`src/rtl/ucsbece154a_controller_mw.sv`:
```
// Multicycle RV32I control unit with memory-ready wait states, extended ALU decode
// and a sticky illegal-opcode trap. Moore controls are registered from next-state decode.
module ucsbece154a_controller_mw #(
  parameter int ALUCTRL_W   = 4,
  parameter bit MEM_WAIT_EN = 1'b1
) (
  input  logic                 clk,
  input  logic                 reset,
  input  logic [6:0]           op_i,
  input  logic [2:0]           funct3_i,
  input  logic                 funct7_i,
  input  logic                 zero_i,
  input  logic                 mem_ready_i,
  output logic                 PCWrite_o,
  output logic                 IRWrite_o,
  output logic                 MemWrite_o,
  output logic                 RegWrite_o,
  output logic                 AdrSrc_o,
  output logic [1:0]           ALUSrcA_o,
  output logic [1:0]           ALUSrcB_o,
  output logic [1:0]           ResultSrc_o,
  output logic [ALUCTRL_W-1:0] ALUControl_o,
  output logic [2:0]           ImmSrc_o,
  output logic                 illegal_o
);

  localparam logic [6:0] OP_LW    = 7'b0000011;
  localparam logic [6:0] OP_SW    = 7'b0100011;
  localparam logic [6:0] OP_R     = 7'b0110011;
  localparam logic [6:0] OP_I     = 7'b0010011;
  localparam logic [6:0] OP_BR    = 7'b1100011;
  localparam logic [6:0] OP_JAL   = 7'b1101111;
  localparam logic [6:0] OP_JALR  = 7'b1100111;
  localparam logic [6:0] OP_LUI   = 7'b0110111;
  localparam logic [6:0] OP_AUIPC = 7'b0010111;

  typedef enum logic [4:0] {
    S_FETCH, S_DECODE, S_MEMADR, S_MEMREAD, S_MEMWB, S_MEMWRITE,
    S_EXECR, S_EXECI, S_ALUWB, S_BRANCH, S_JAL, S_JALRADR, S_JALRJUMP,
    S_LUI, S_ILLEGAL
  } state_t;

  typedef enum logic [3:0] {
    ALU_ADD  = 4'd0, ALU_SUB = 4'd1, ALU_AND = 4'd2, ALU_OR  = 4'd3,
    ALU_XOR  = 4'd4, ALU_SLT = 4'd5, ALU_SLL = 4'd6, ALU_SRL = 4'd7,
    ALU_SRA  = 4'd8, ALU_SLTU = 4'd9
  } alu_t;

  typedef struct packed {
    logic       adr;
    logic [1:0] srca;
    logic [1:0] srcb;
    logic [1:0] res;
    alu_t       alu;
    logic       mw;
    logic       rw;
    logic       ill;
  } ctrl_t;

  localparam ctrl_t CTRL_FETCH = '{adr: 1'b0, srca: 2'b00, srcb: 2'b10, res: 2'b10,
                                   alu: ALU_ADD, mw: 1'b0, rw: 1'b0, ill: 1'b0};

  state_t state_q, state_d;
  ctrl_t  ctrl_q, ctrl_d;
  alu_t   alu_op;
  logic   ready;
  logic   br_ok;

  assign ready = MEM_WAIT_EN ? mem_ready_i : 1'b1;
  assign br_ok = (funct3_i == 3'b000) || (funct3_i == 3'b001);

  always_comb begin
    alu_op = ALU_ADD;
    case (funct3_i)
      3'b000:  alu_op = ((op_i == OP_R) && funct7_i) ? ALU_SUB : ALU_ADD;
      3'b001:  alu_op = ALU_SLL;
      3'b010:  alu_op = ALU_SLT;
      3'b011:  alu_op = ALU_SLTU;
      3'b100:  alu_op = ALU_XOR;
      3'b101:  alu_op = funct7_i ? ALU_SRA : ALU_SRL;
      3'b110:  alu_op = ALU_OR;
      default: alu_op = ALU_AND;
    endcase
  end

  always_comb begin
    state_d = state_q;
    case (state_q)
      S_FETCH:    if (ready) state_d = S_DECODE;
      S_DECODE: begin
        case (op_i)
          OP_LW, OP_SW: state_d = S_MEMADR;
          OP_R:         state_d = S_EXECR;
          OP_I:         state_d = S_EXECI;
          OP_BR:        state_d = S_BRANCH;
          OP_JAL:       state_d = S_JAL;
          OP_JALR:      state_d = S_JALRADR;
          OP_LUI:       state_d = S_LUI;
          OP_AUIPC:     state_d = S_ALUWB;
          default:      state_d = S_ILLEGAL;
        endcase
      end
      S_MEMADR:   state_d = (op_i == OP_SW) ? S_MEMWRITE : S_MEMREAD;
      S_MEMREAD:  if (ready) state_d = S_MEMWB;
      S_MEMWB:    state_d = S_FETCH;
      S_MEMWRITE: if (ready) state_d = S_FETCH;
      S_EXECR:    state_d = S_ALUWB;
      S_EXECI:    state_d = S_ALUWB;
      S_ALUWB:    state_d = S_FETCH;
      S_BRANCH:   state_d = br_ok ? S_FETCH : S_ILLEGAL;
      S_JAL:      state_d = S_ALUWB;
      S_JALRADR:  state_d = S_JALRJUMP;
      S_JALRJUMP: state_d = S_ALUWB;
      S_LUI:      state_d = S_FETCH;
      S_ILLEGAL:  state_d = S_ILLEGAL;
      default:    state_d = S_FETCH;
    endcase
  end

  // Controls are decoded from the state being entered so they are aligned with it.
  always_comb begin
    ctrl_d     = '0;
    ctrl_d.alu = ALU_ADD;
    case (state_d)
      S_FETCH:    ctrl_d = CTRL_FETCH;
      S_DECODE:   begin ctrl_d.srca = 2'b01; ctrl_d.srcb = 2'b01; end
      S_MEMADR:   begin ctrl_d.srca = 2'b10; ctrl_d.srcb = 2'b01; end
      S_MEMREAD:  ctrl_d.adr = 1'b1;
      S_MEMWB:    begin ctrl_d.rw = 1'b1; ctrl_d.res = 2'b01; end
      S_MEMWRITE: begin ctrl_d.adr = 1'b1; ctrl_d.mw = 1'b1; end
      S_EXECR:    begin ctrl_d.srca = 2'b10; ctrl_d.srcb = 2'b00; ctrl_d.alu = alu_op; end
      S_EXECI:    begin ctrl_d.srca = 2'b10; ctrl_d.srcb = 2'b01; ctrl_d.alu = alu_op; end
      S_ALUWB:    ctrl_d.rw = 1'b1;
      S_BRANCH:   begin ctrl_d.srca = 2'b10; ctrl_d.srcb = 2'b00; ctrl_d.alu = ALU_SUB; end
      S_JAL:      begin ctrl_d.srca = 2'b01; ctrl_d.srcb = 2'b10; end
      S_JALRADR:  begin ctrl_d.srca = 2'b10; ctrl_d.srcb = 2'b01; end
      S_JALRJUMP: begin ctrl_d.srca = 2'b01; ctrl_d.srcb = 2'b10; end
      S_LUI:      begin ctrl_d.rw = 1'b1; ctrl_d.res = 2'b11; end
      S_ILLEGAL:  ctrl_d.ill = 1'b1;
      default:    ctrl_d = CTRL_FETCH;
    endcase
  end

  always_ff @(posedge clk) begin
    if (reset) begin
      state_q <= S_FETCH;
      ctrl_q  <= CTRL_FETCH;
    end else begin
      state_q <= state_d;
      ctrl_q  <= ctrl_d;
    end
  end

  always_comb begin
    PCWrite_o = 1'b0;
    case (state_q)
      S_FETCH:    PCWrite_o = ready;
      S_BRANCH: begin
        if (funct3_i == 3'b000)      PCWrite_o = zero_i;
        else if (funct3_i == 3'b001) PCWrite_o = ~zero_i;
        else                         PCWrite_o = 1'b0;
      end
      S_JAL:      PCWrite_o = 1'b1;
      S_JALRJUMP: PCWrite_o = 1'b1;
      default:    PCWrite_o = 1'b0;
    endcase
    PCWrite_o = PCWrite_o & ~reset;
  end

  assign IRWrite_o  = (state_q == S_FETCH) & ready & ~reset;
  assign MemWrite_o = ctrl_q.mw & ~reset;
  assign RegWrite_o = ctrl_q.rw & ~reset;

  assign AdrSrc_o     = ctrl_q.adr;
  assign ALUSrcA_o    = ctrl_q.srca;
  assign ALUSrcB_o    = ctrl_q.srcb;
  assign ResultSrc_o  = ctrl_q.res;
  assign ALUControl_o = ALUCTRL_W'(ctrl_q.alu);
  assign illegal_o    = ctrl_q.ill;

  always_comb begin
    ImmSrc_o = 3'b000;
    case (op_i)
      OP_SW:            ImmSrc_o = 3'b001;
      OP_BR:            ImmSrc_o = 3'b010;
      OP_JAL:           ImmSrc_o = 3'b011;
      OP_LUI, OP_AUIPC: ImmSrc_o = 3'b100;
      default:          ImmSrc_o = 3'b000;
    endcase
  end

endmodule

```
`config.mk`:
```
export PLATFORM = sky130hd
export DESIGN_NAME = ucsbece154a_controller_mw
export DESIGN_NICKNAME = d
export VERILOG_FILES = /design/src/rtl/ucsbece154a_controller_mw.sv
export SDC_FILE = /design/constraint.sdc
export NUM_CORES = 1
export LEC_CHECK = 0
export ABC_AREA = 1
export CAP_MARGIN = 40
export CORE_UTILIZATION = 41
export DETAILED_ROUTE_END_ITERATION = 8
export GPL_ROUTABILITY_DRIVEN = 0
export PLACE_DENSITY = 0.8
export SLEW_MARGIN = 10
export SYNTH_ARGS = -nofsm -noshare
export SYNTH_HDL_FRONTEND = slang
export SYNTH_SLANG_ARGS = --single-unit
export TNS_END_PERCENT = 100
```
`constraint.sdc`:
```
create_clock -name clk -period 2 [get_ports clk]
set_input_delay 0.2 -clock clk [delete_from_list [all_inputs] [get_ports clk]]
set_output_delay 0.2 -clock clk [all_outputs]
set_load 0.1 [all_outputs]
```
== After elaboration in Yosys (flattened, before gate mapping) ==
Index checks and enable logic that the tools add are counted.
Word-level totals
  register bits after elaboration: 19
  logic and storage cells: 93
  output and inout bits: 19
  input bits: 15
Operators by class
  bitwise operators: 7
  reduce and logical (&&, ||, !) cells: 16
  muxes and demuxes: 21
  equality and inequality tests: 40
Operators by type and width (number)
  5-bit by 4-bit == test with 1-bit output (second input constant): 12
  5-bit case mux with 9 select lines: 1
  5-bit by 3-bit == test with 1-bit output (second input constant): 7
  4-bit case mux with 8 select lines: 1
  4-bit case mux with 7 select lines: 1
  7-bit by 6-bit == test with 1-bit output (second input constant): 3
  7-bit == test (second input constant): 3
  5-bit by 2-bit == test with 1-bit output (second input constant): 4
  4-bit case mux with 5 select lines: 1
  5-bit two-way mux: 3
  7-bit by 5-bit == test with 1-bit output (second input constant): 2
  2-bit OR reduction: 7
  3-bit case mux with 4 select lines: 1
  12-bit OR reduction: 1
  5-bit by 1-bit == test with 1-bit output (second input constant): 2
  3-bit == test (second input constant): 3
  4-bit two-way mux: 2
  4-bit case mux with 2 select lines: 1
  7-bit by 2-bit == test with 1-bit output (second input constant): 1
  1-bit two-way mux: 7
  3-bit by 2-bit == test with 1-bit output (second input constant): 2
  2-bit case mux with 3 select lines: 1
  3-bit OR reduction: 2
  6-bit OR reduction: 1
  other kinds (10): 15

== Depth between registers and ports, before layout ==
Gate-level depths: netlist of the first run.
  depth in word-level cells: 7
  depth in mapped cells: 15
  mapped depth without buffers: 15

== Least setup slack after synthesis of the first run ==
Ideal clock, no wire load.
  path kind: register to output
  start point: register state_q[4]
  end point: output port IRWrite_o
  slack: -260 ps
  data arrival time: 2060 ps
  required time: 1800 ps
  cell stages (with the launch flop): 6
  buffers on the path: 0
  cells stage by stage: dfxtp_1 -> inv_2 -> nand3_4 -> nor3_1 -> nand2_1 -> nor2_1
Between the ends
  longest elaborated chain between the ends: 3
RTL lines
  from (decl): line 63  | state_t state_q, state_d;
  from (signal assigned): line 149  | state_q <= state_d;
  5-bit zero test: line 170  | assign IRWrite_o = (state_q == S_FETCH) & ready & ~reset;
  1-bit bitwise AND (2 in series): line 170
  to (decl): line 15  | output logic IRWrite_o,
Every way passes these cells.

== Worst setup path after layout of the first run ==
  start point: register state_q[4]
  end point: output port PCWrite_o
Between the ends
  longest elaborated chain between the ends: 4
  elaborated cells on any way between the ends: 7
  classes of those cells: eq/ne (3); mux (1); bitwise (1); reduce/logical (2)
RTL lines
  5-bit by 4-bit == test with 1-bit output: line 156  | case (state_q)
  2-bit OR reduction (no line)
  1-bit case mux with 3 select lines (*): line 156
  1-bit bitwise AND (*): line 167  | PCWrite_o = PCWrite_o & ~reset;
  to (decl): line 14  | output logic PCWrite_o,
Mark *: on every way between the ends. The rest lies on a longest branch, timed or not.

==> results.sh, run 1 <==
export IMPL_grt_pass1_wl_mm=5.299
export IMPL_ff_latch_area_um2=384.1
export IMPL_max_cap_violations=0
export IMPL_layout_drive_gt1_share=0.2953
export IMPL_crit_top_cell="nand2_1"
export IMPL_antenna_left=0
export IMPL_drtIter0Drc=70
export IMPL_synth_avg_cell_area_um2=6.557
export IMPL_yosys_top_cells_area="dfxtp_1 (26%), nand2_1 (15%), inv_1 (7.0%)"
export IMPL_drc=0
export IMPL_synth_cell_types=34
export IMPL_power_density_mw_per_mm2=446.8
export IMPL_seq_area_frac_synth=0.2637
export IMPL_synth_enable_flop_cells=0
export IMPL_worstHoldPathCells=3
export IMPL_synthCells=220
export IMPL_overflow=0
export IMPL_ys_seq_elements=19
export IMPL_initial_core_util=0.4289
export IMPL_cp_arrival_ns=1.69
export IMPL_hold_path_startpoint="funct3_i[1]"
export IMPL_grt_use_total=0.1915
export IMPL_path_clk_slew_ns=0.12
export IMPL_path_cells="inv_2 -> nand3_4 -> nor3_1 -> nand2_1 -> nand3b_1 -> nand2_1 -> inv_1 -> buf_12"
export IMPL_dp_cells=296
export IMPL_drt_wirelength_per_cell_um=10.23
export IMPL_cp_start_kind="flop"
export IMPL_reg2reg_from="state_q[2]"
export IMPL_cp_max_fo=5
export IMPL_ys_warn_count=0
export IMPL_slowest_delay_ns=0.37
export IMPL_fmax_ghz=0.5293
export IMPL_dieArea_mm2=0.003760
export IMPL_grt_setup_unrepaired="false"
export IMPL_post_route_min_period_ns=1.889
export IMPL_cts_buffer_depth=2
export IMPL_rows=21
export IMPL_fin_tns_setup_ns=0
export IMPL_synth_area_leader_cell="dfxtp_1"
export IMPL_finalHoldViolCount=0
export IMPL_reg2reg_depth=14
export IMPL_fin_area_mm2=0.001886
export IMPL_rr_endpoint="ALUSrcB_o[1]"
export IMPL_vias=1405
export IMPL_cts_tree="done"
export IMPL_synth_top_cell_area_share=0.2637
export IMPL_syn_num_nets=235
export IMPL_stdcell_count=300
export IMPL_place_area_mm2=0.001854
export IMPL_io_pins=34
export IMPL_grt_pass1_vias=1310
export IMPL_r2r_setup_slack_ns=0.27
export IMPL_period_share=0.9447
export IMPL_slew_violations=0
export IMPL_hpwl_mm=2.518
export IMPL_portBuffers=33
export IMPL_setup_slack_ns=0.1106
export IMPL_dp_slack_ns=0.0002351
export IMPL_routed_wl_mm=3.069
export IMPL_root_buffer="clkbuf_4"
export IMPL_insertion_delay_ns=0.31
export IMPL_insertedDiodeCount=0
export IMPL_mostFrequentLayoutCells="nand2_1 (57), inv_1 (27), nor2_1 (26)"
export IMPL_power_leakage_uw=0.0009673
export IMPL_cts_hold_buf=0
export IMPL_crit_required_ns=1.80
export IMPL_hold_end="ALUControl_o[3]"
export IMPL_antenna_found_initial=0
export IMPL_final_common_cell="nand2_1"
export IMPL_hold_class="in -> reg"
export IMPL_status="finished clean"
export IMPL_finClkSkew_ns=0.01084
export IMPL_drt_first_pass_iters=4
export IMPL_vdd_drop_max_v=0.0001827
export IMPL_die_y_um=61.32
export IMPL_synthArstFlopShare=0
export IMPL_setup_violations=0
export IMPL_cts_made_buffers=3
export IMPL_syn_cell_area_mm2=0.001443
export IMPL_nNetsFinal=270
export IMPL_clock_sinks=19
export IMPL_crit_path_top_delay_cell="dfxtp_1"
export IMPL_crit_type="reg -> out"
export IMPL_core_area_mm2=0.003363
export IMPL_area_delta_synth_final_pct=30.70
export IMPL_synth_ff_type="dfxtp_1"
export IMPL_grt_max_degree=12
export IMPL_multi_input_area_um2=850.8
export IMPL_fillers=351
export IMPL_die_w_um=61.32
export IMPL_viasPerCell=4.683
export IMPL_htreeDepth=1
export IMPL_worst_setup_path_end_kind="output port"
-- metal layers --
metal | routed length, um | up-vias | share of wire | GRT usage
met5 | 0 | - | 0 | 0
met2 | 1456 | 43 | 0.47 | 0.3230
met3 | 158 | 7 | 0.051 | 0.03361
met1 | 1405 | 610 | 0.46 | 0.2370
li1 | - | 745 | - | -
met4 | 49 | 0 | 0.016 | 0.08766
-- worst max path at each step --
stage	slack [ns]	startpoint	to	depth (start not counted)
after floorplan	0.11	reset	MemWrite_o	2
after global placement	0.007	op_i[6]	ALUSrcB_o[1]	14
after detailed placement	0.0002	op_i[6]	ALUSrcB_o[1]	14
after CTS	0.1	state_q[1]	PCWrite_o	8
after global routing	0.007	state_q[4]	PCWrite_o	8
final	0.11	state_q[4]	PCWrite_o	8
-- repair_timing --
item	CTS	global route
buffers inserted	0	0
endpoints found under the hold margin	0	0
pin swaps	0	0
resized for setup	1	1
setup endpoints to repair	1	1
cloned	0	0
-- sequential cells by signal, summed over array words and instances, names as in the netlist --
name,flops
ALUControl_o,4
AdrSrc_o,1
ALUSrcB_o,2
ctrl_q,2
ResultSrc_o,2
ALUSrcA_o,2
illegal_o,1
state_q,5
-- cells in the mapped netlist (2+ instances only) --
cell / n
inv_2: 8
a21oi_1: 2
nand2_2: 3
a21oi_2: 4
inv_1: 27
nor2_2: 9
buf_4: 10
nor4_1: 3
nand2_4: 2
nand2_1: 57
nand3_2: 5
nand3_1: 14
o21ai_0: 6
dfxtp_1: 19
nor2_1: 27
nand4_1: 2
nor2_4: 4
o2111ai_1: 2
-- where the power goes --
| group | internal, uW | leakage, uW | total [uW] | switching [uW] |
|---|---|---|---|---|
| logic | 84.3 | 0.000794 | 245 | 161 |
| clock network | 74.8 | 0.0000177 | 203 | 129 |
| registers | 387 | 0.000155 | 394 | 6.24 |
-- cell families (layout without fill, tap and decap cells) --
| family | count (synthesis) | in the layout | synth area share |
|---|---|---|---|
| AND/OR/NAND/NOR | 133 | 133 | 0.4822 |
| buffers and inverters | 47 | 81 | 0.1483 |
| AO/OA/AOI/OAI | 20 | 20 | 0.1032 |
| flip-flops | 19 | 19 | 0.2637 |
| other | 1 | 1 | 0.002599 |
-- area by class of cell --
type	instances	share of cell area
repair buffers	41	0.2283
flip-flops and latches	19	0.2037
clock buffers	3	0.01194
multi-input cells	154	0.4512
clock inverters	1	0.002654
inverters	36	0.07167
well taps	46	0.03052
-- critical path: cells and delay by family, from the launching register on --
| family | cells | cell delay (ns) |
|---|---|---|
| buf+inv | 3 | 0.42 |
| simple gates | 5 | 0.59 |
| flops | 1 | 0.37 |
-- stage by stage --
stage	hold WS (ns)	total power [uW]	util
floorplan	0.3601	571.2	-
global route	0.5799	885.3	0.5606
detailed placement	0.6951	647.2	0.5513
CTS	0.5579	845.5	0.5599
global placement	0.6950	646.6	0.5513
finish	0.5578	842.6	0.5606
(Power assumes the default switching activity.)
==> inputs of run 2 (changes only) <==
--- a/config.mk
+++ b/config.mk
@@ -10,8 +10,7 @@
 export CORE_UTILIZATION = 41
 export DETAILED_ROUTE_END_ITERATION = 8
 export GPL_ROUTABILITY_DRIVEN = 0
-export PLACE_DENSITY = 0.8
-export SLEW_MARGIN = 10
+export PLACE_DENSITY = 0.76
 export SYNTH_ARGS = -nofsm -noshare
 export SYNTH_HDL_FRONTEND = slang
 export SYNTH_SLANG_ARGS = --single-unit
==> run 2 against run 1 <==
Combinational power increased by 4%. Die area unchanged. Clock power about the same. Sequential cell count stayed put. Power increased by 0.69%. Worst setup slack gained 0.021 ns. Core utilization increased by 1.1 points. Largest cell class unchanged. Highest routed layer unchanged.
==> results.sh, run 2 (synthesized netlist as in run 1, its figures left out) <==
export IMPL_status="finished clean"
export IMPL_die_w_um=61.32
export IMPL_setup_violations=0
export IMPL_cp_start_kind="flop"
export IMPL_crit_required_ns=2.19
export IMPL_vdd_drop_max_v=0.0001771
export IMPL_post_route_min_period_ns=1.868
export IMPL_power_leakage_uw=0.0009847
export IMPL_nNetsFinal=272
export IMPL_grt_max_degree=12
export IMPL_fmax_ghz=0.5354
export IMPL_grt_setup_unrepaired="false"
export IMPL_antenna_found_initial=0
export IMPL_cts_buffer_depth=2
export IMPL_viasPerCell=4.785
export IMPL_core_area_mm2=0.003363
export IMPL_overflow=0
export IMPL_period_share=0.9339
export IMPL_crit_type="reg -> reg"
export IMPL_worstHoldPathCells=3
export IMPL_drt_wirelength_per_cell_um=10.98
export IMPL_max_cap_violations=0
export IMPL_area_delta_synth_final_pct=33.30
export IMPL_ff_latch_area_um2=384.1
export IMPL_insertedDiodeCount=0
export IMPL_initial_core_util=0.4289
export IMPL_fillers=337
export IMPL_total_power_uw=848.4
export IMPL_grt_pass1_wl_mm=5.430
export IMPL_p_comb_frac=0.299
export IMPL_drc=0
export IMPL_vias=1445
export IMPL_final_common_cell="nand2_1"
export IMPL_clockPowerShare=0.236
export IMPL_path_clk_slew_ns=0.12
export IMPL_drtIter0Drc=51
export IMPL_cp_max_fo=6
export IMPL_stdcell_count=302
export IMPL_slew_violations=0
export IMPL_clock_sinks=19
export IMPL_power_density_mw_per_mm2=441.1
export IMPL_cts_made_buffers=3
export IMPL_multi_input_area_um2=860.8
export IMPL_rows=21
export IMPL_dp_slack_ns=-0.01494
export IMPL_reg2reg_depth=9
export IMPL_p_int_uw=551.3
export IMPL_cts_tree="done"
export IMPL_layout_drive_gt1_share=0.3047
export IMPL_grt_use_total=0.1974
export IMPL_portBuffers=33
export IMPL_fin_util=0.5718
export IMPL_cp_arrival_ns=2.05
export IMPL_io_pins=34
export IMPL_setup_slack_ns=0.1321
export IMPL_hold_class="in -> reg"
export IMPL_antenna_left=0
export IMPL_largest_register_ffs=5
export IMPL_finClkSkew_ns=0.01108
export IMPL_worst_hold_slack_ns=0.5575
export IMPL_insertion_delay_ns=0.31
export IMPL_hpwl_mm=2.642
export IMPL_root_buffer="clkbuf_4"
export IMPL_power_switching_share=0.3502
export IMPL_drt_first_pass_iters=4
export IMPL_regMostFlops="state_q"
export IMPL_dieArea_mm2=0.003760
export IMPL_mostFrequentLayoutCells="nand2_1 (57), inv_1 (27), nor2_1 (26)"
export IMPL_cts_hold_buf=0
export IMPL_die_y_um=61.32
export IMPL_netSwitchingPower_uw=297.1
export IMPL_grt_pass1_vias=1304
export IMPL_finalHoldViolCount=0
export IMPL_dp_cells=296
export IMPL_htreeDepth=1
export IMPL_p_seq_frac=0.465
export IMPL_worst_setup_path_end_kind="flop"
export IMPL_routed_wl_mm=3.315
==> run 2: cell count changes in the layout (fill, tap and decap cells not counted), sizes merged <==
cell	delta
buf	+2
==> run 2: power by group through the flow <==
stage	registers [uW]	clock network (uW)	logic [uW]
4_1_cts	395	200	248
3_3_place_gp	403	0	246
6_report	394	200	254
3_5_place_dp	403	0	247
2_1_floorplan	404	0	167
5_1_grt	396	222	273
==> run 2: path summary, 6_finish.rpt <==
| path | endpoint | from | slack [ns] |
|---|---|---|---|
| setup / recovery | illegal_o | state_q[0] | 0.13 |
| hold / removal | ALUControl_o[3] | funct3_i[1] | 0.56 |
| setup reg to reg | illegal_o | state_q[0] | 0.13 |
| hold reg to reg | ALUSrcB_o[1] | state_q[3] | 0.76 |
==> run 2: layout make-up <==
cell class | instances | area share
clock buffers | 3 | 0.01171
clock inverters | 1 | 0.002602
inverters | 36 | 0.07027
multi-input cells | 154 | 0.4476
flip-flops and latches | 19 | 0.1997
well taps | 46 | 0.02993
repair buffers | 43 | 0.2381
==> run 2: repair_timing <==
item,in CTS,in global routing
pin swaps,0,1
buffers inserted,0,2
resized for setup,1,3
setup endpoints to repair,1,1
==> run 2: per-stage QoR <==
| step | TNS [ns] | cell area [um^2] |
|---|---|---|
| 6_report | 0 | 1923 |
| 5_1_grt | 0 | 1923 |
| 4_1_cts | 0 | 1896 |
| 3_5_place_dp | -0.01494 | 1867 |
| 3_3_place_gp | -0.01322 | 1867 |
| 2_1_floorplan | 0 | 1445 |
==> run 2: metal layers <==
metal,part of all wire,GRT usage,wire length [um],up-vias
li1,-,-,-,749
met1,0.45,0.2399,1492,634
met2,0.48,0.3370,1576,53
met3,0.050,0.03151,167,9
met4,0.024,0.09740,78,0
met5,0,0,0,-
==> run 2: worst max-delay path, cell delays in order (launching register included) <==
cell	delay [ns]
dfxtp_1	0.49
inv_2	0.09
nor2_4	0.15
inv_2	0.08
nor2_8	0.15
nand3_2	0.14
nand3_2	0.09
nor2_2	0.05
buf_4	0.14
nor4_1	0.35
==> inputs of run 3 (changes only) <==
--- a/config.mk
+++ b/config.mk
@@ -7,6 +7,7 @@
 export LEC_CHECK = 0
 export ABC_AREA = 1
 export CAP_MARGIN = 40
+export CORE_ASPECT_RATIO = 0.6
 export CORE_UTILIZATION = 41
 export DETAILED_ROUTE_END_ITERATION = 8
 export GPL_ROUTABILITY_DRIVEN = 0
==> constraint.sdc (replaced) <==
create_clock -name clk -period 2.4 [get_ports clk]
set_input_delay 0.24 -clock clk [delete_from_list [all_inputs] [get_ports clk]]
set_output_delay 0.24 -clock clk [all_outputs]
set_load 0.1 [all_outputs]
==> run 3 against run 2 <==
Cell area decreased by 4.5%. Via count is 3.5% lower. Largest cell class unchanged. Routed wire length fell by 0.15%. Combinational power shrank 22%. First-iteration DRC count is 150% higher. Sequential power down 16%. Critical path type is now reg -> out. Sequential share of layout area up 0.73 points. Core utilization decreased by 1.6 points. Register-to-register slack better by 0.45 ns.
==> results.sh, run 3 (synthesized netlist as in run 1, its figures left out) <==
export IMPL_root_buffer="clkbuf_8"
export IMPL_viasPerCell=4.794
export IMPL_p_seq_frac=0.435
export IMPL_grt_max_degree=12
export IMPL_fillers=312
export IMPL_hpwl_mm=2.741
export IMPL_busiest_layer="met1"
export IMPL_cts_hold_buf=0
export IMPL_portBuffers=33
export IMPL_die_y_um=47.95
export IMPL_clockPowerShare=0.302
export IMPL_routed_wl_mm=3.310
export IMPL_die_w_um=78.58
export IMPL_crit_required_ns=2.16
export IMPL_drc=0
export IMPL_slowest_delay_ns=0.49
export IMPL_finalHoldViolCount=0
export IMPL_cp_arrival_ns=1.75
export IMPL_max_cap_violations=0
export IMPL_cp_max_fo=7
export IMPL_vias=1395
export IMPL_core_area_mm2=0.003303
export IMPL_dp_slack_ns=0.3025
export IMPL_crit_type="reg -> out"
export IMPL_setup_violations=0
export IMPL_layout_drive_gt1_share=0.2642
export IMPL_regMostFlops="state_q"
export IMPL_worst_setup_path_end_kind="output port"
export IMPL_place_area_mm2=0.001790
export IMPL_p_comb_frac=0.263
export IMPL_drt_wirelength_per_cell_um=11.37
export IMPL_cts_buffer_depth=2
export IMPL_grtUsageMet1=0.2892
export IMPL_overflow=0
export IMPL_vdd_drop_max_v=0.0003047
export IMPL_rows=16
export IMPL_rr_endpoint="ctrl_q[1]"
export IMPL_insertion_delay_ns=0.26
export IMPL_status="finished clean"
export IMPL_slew_violations=0
export IMPL_path_cells="inv_1 -> nor2_2 -> nand2_1 -> a21oi_2 -> nand3b_1 -> nand2_1 -> inv_1 -> buf_12"
export IMPL_fin_tns_setup_ns=0
export IMPL_fmax_ghz=0.5034
export IMPL_power_leakage_uw=0.0009376
export IMPL_reg2reg_from="state_q[2]"
export IMPL_groute_layer_met3_usage=0.05714
export IMPL_reg2reg_depth=13
export IMPL_grt_setup_unrepaired="false"
export IMPL_crit_family="simple AND/OR/NAND/NOR gates"
export IMPL_period_share=0.8277
export IMPL_cts_tree="done"
export IMPL_r2r_setup_slack_ns=0.58
export IMPL_use_met2=0.2504
export IMPL_htreeDepth=1
export IMPL_drt_first_pass_iters=4
export IMPL_antenna_left=0
export IMPL_antenna_found_initial=0
export IMPL_p_int_uw=502.5
export IMPL_insertedDiodeCount=0
export IMPL_io_pins=34
export IMPL_cts_made_buffers=3
export IMPL_grt_use_total=0.1870
export IMPL_finClkSkew_ns=0.01051
export IMPL_worst_hold_slack_ns=0.6519
export IMPL_power_density_mw_per_mm2=411.5
export IMPL_path_clk_slew_ns=0.08
export IMPL_total_power_uw=755.8
export IMPL_hold_class="in -> reg"
export IMPL_grt_pass1_wl_mm=5.319
export IMPL_dieArea_mm2=0.003768
export IMPL_post_route_min_period_ns=1.986
export IMPL_power_switching_share=0.3351
export IMPL_drtIter0Drc=127
export IMPL_cp_start_kind="flop"
export IMPL_nNetsFinal=262
export IMPL_clock_sinks=19
export IMPL_initial_core_util=0.4367
export IMPL_crit_path_top_delay_cell="dfxtp_1"
export IMPL_final_common_cell="nand2_1"
export IMPL_largest_register_ffs=5
export IMPL_fin_area_mm2=0.001837
export IMPL_area_delta_synth_final_pct=27.32
export IMPL_cts_resized=0
export IMPL_mostFrequentLayoutCells="nand2_1 (57), inv_1 (27), nor2_1 (27)"
export IMPL_setup_slack_ns=0.4135
export IMPL_hold_path_startpoint="funct3_i[1]"
export IMPL_cts_setup_buffers=0
export IMPL_grt_pass1_vias=1159
export IMPL_worstHoldPathCells=3
export IMPL_netSwitchingPower_uw=253.3
export IMPL_hold_end="ALUControl_o[3]"
export IMPL_worst_path_buf_inv=3
## run 3: cell types whose count changed in the layout (fill, tap and decap cells not counted), sizes merged
cell,before,now
buf,29,19
## run 3: worst min-delay path, delay by kind of cell
family | cells | cell delay [ns]
buffers and inverters | 1 | 0.46
AO/OA/AOI/OAI | 1 | 0.05
AND/OR/NAND/NOR | 1 | 0.13
## run 3: worst max-delay path by stage
stage	startpoint	end	slack [ns]	cells past startpoint
global route	state_q[1]	PCWrite_o	0.26	8
floorplan	state_q[4]	IRWrite_o	0.10	5
CTS	state_q[1]	PCWrite_o	0.42	8
global placement	op_i[6]	ALUSrcB_o[1]	0.33	14
detailed placement	op_i[6]	ALUSrcB_o[1]	0.30	14
finish	state_q[1]	PCWrite_o	0.41	8
## run 3: cell type report
type                       count  area, um^2  share of cell area
sequential                    19       380.4              0.2071
tap                           45       56.30             0.03065
clock inverter                 1       5.005            0.002725
timing repair buffer          33       370.4              0.2016
multi-input combinational    154       848.3              0.4619
clock buffer                   3       41.29             0.02248
inverter                      36       135.1             0.07357
## run 3: metrics by stage
| step | utilization | std cells |
|---|---|---|
| CTS | 0.5561 | 291 |
| floorplan | - | 220 |
| detailed placement | 0.5420 | 287 |
| global route | 0.5561 | 291 |
| finish | 0.5561 | 291 |
| global placement | 0.5420 | 287 |
## run 3: metal layers
layer  routed length, um  part of all wire  up-vias
li1                    -                 -      733
met1                1760              0.53      602
met2                1222              0.37       58
met3                 319             0.096        2
met4                   8            0.0024        0
met5                   0                 0        -
## run 3: power by group through the flow
| stage | registers (uW) | clock network [uW] | logic, uW |
|---|---|---|---|
| global placement | 336 | 0 | 196 |
| detailed placement | 337 | 0 | 197 |
| floorplan | 337 | 0 | 139 |
| CTS | 329 | 230 | 197 |
| finish | 329 | 228 | 199 |
| global route | 330 | 239 | 214 |
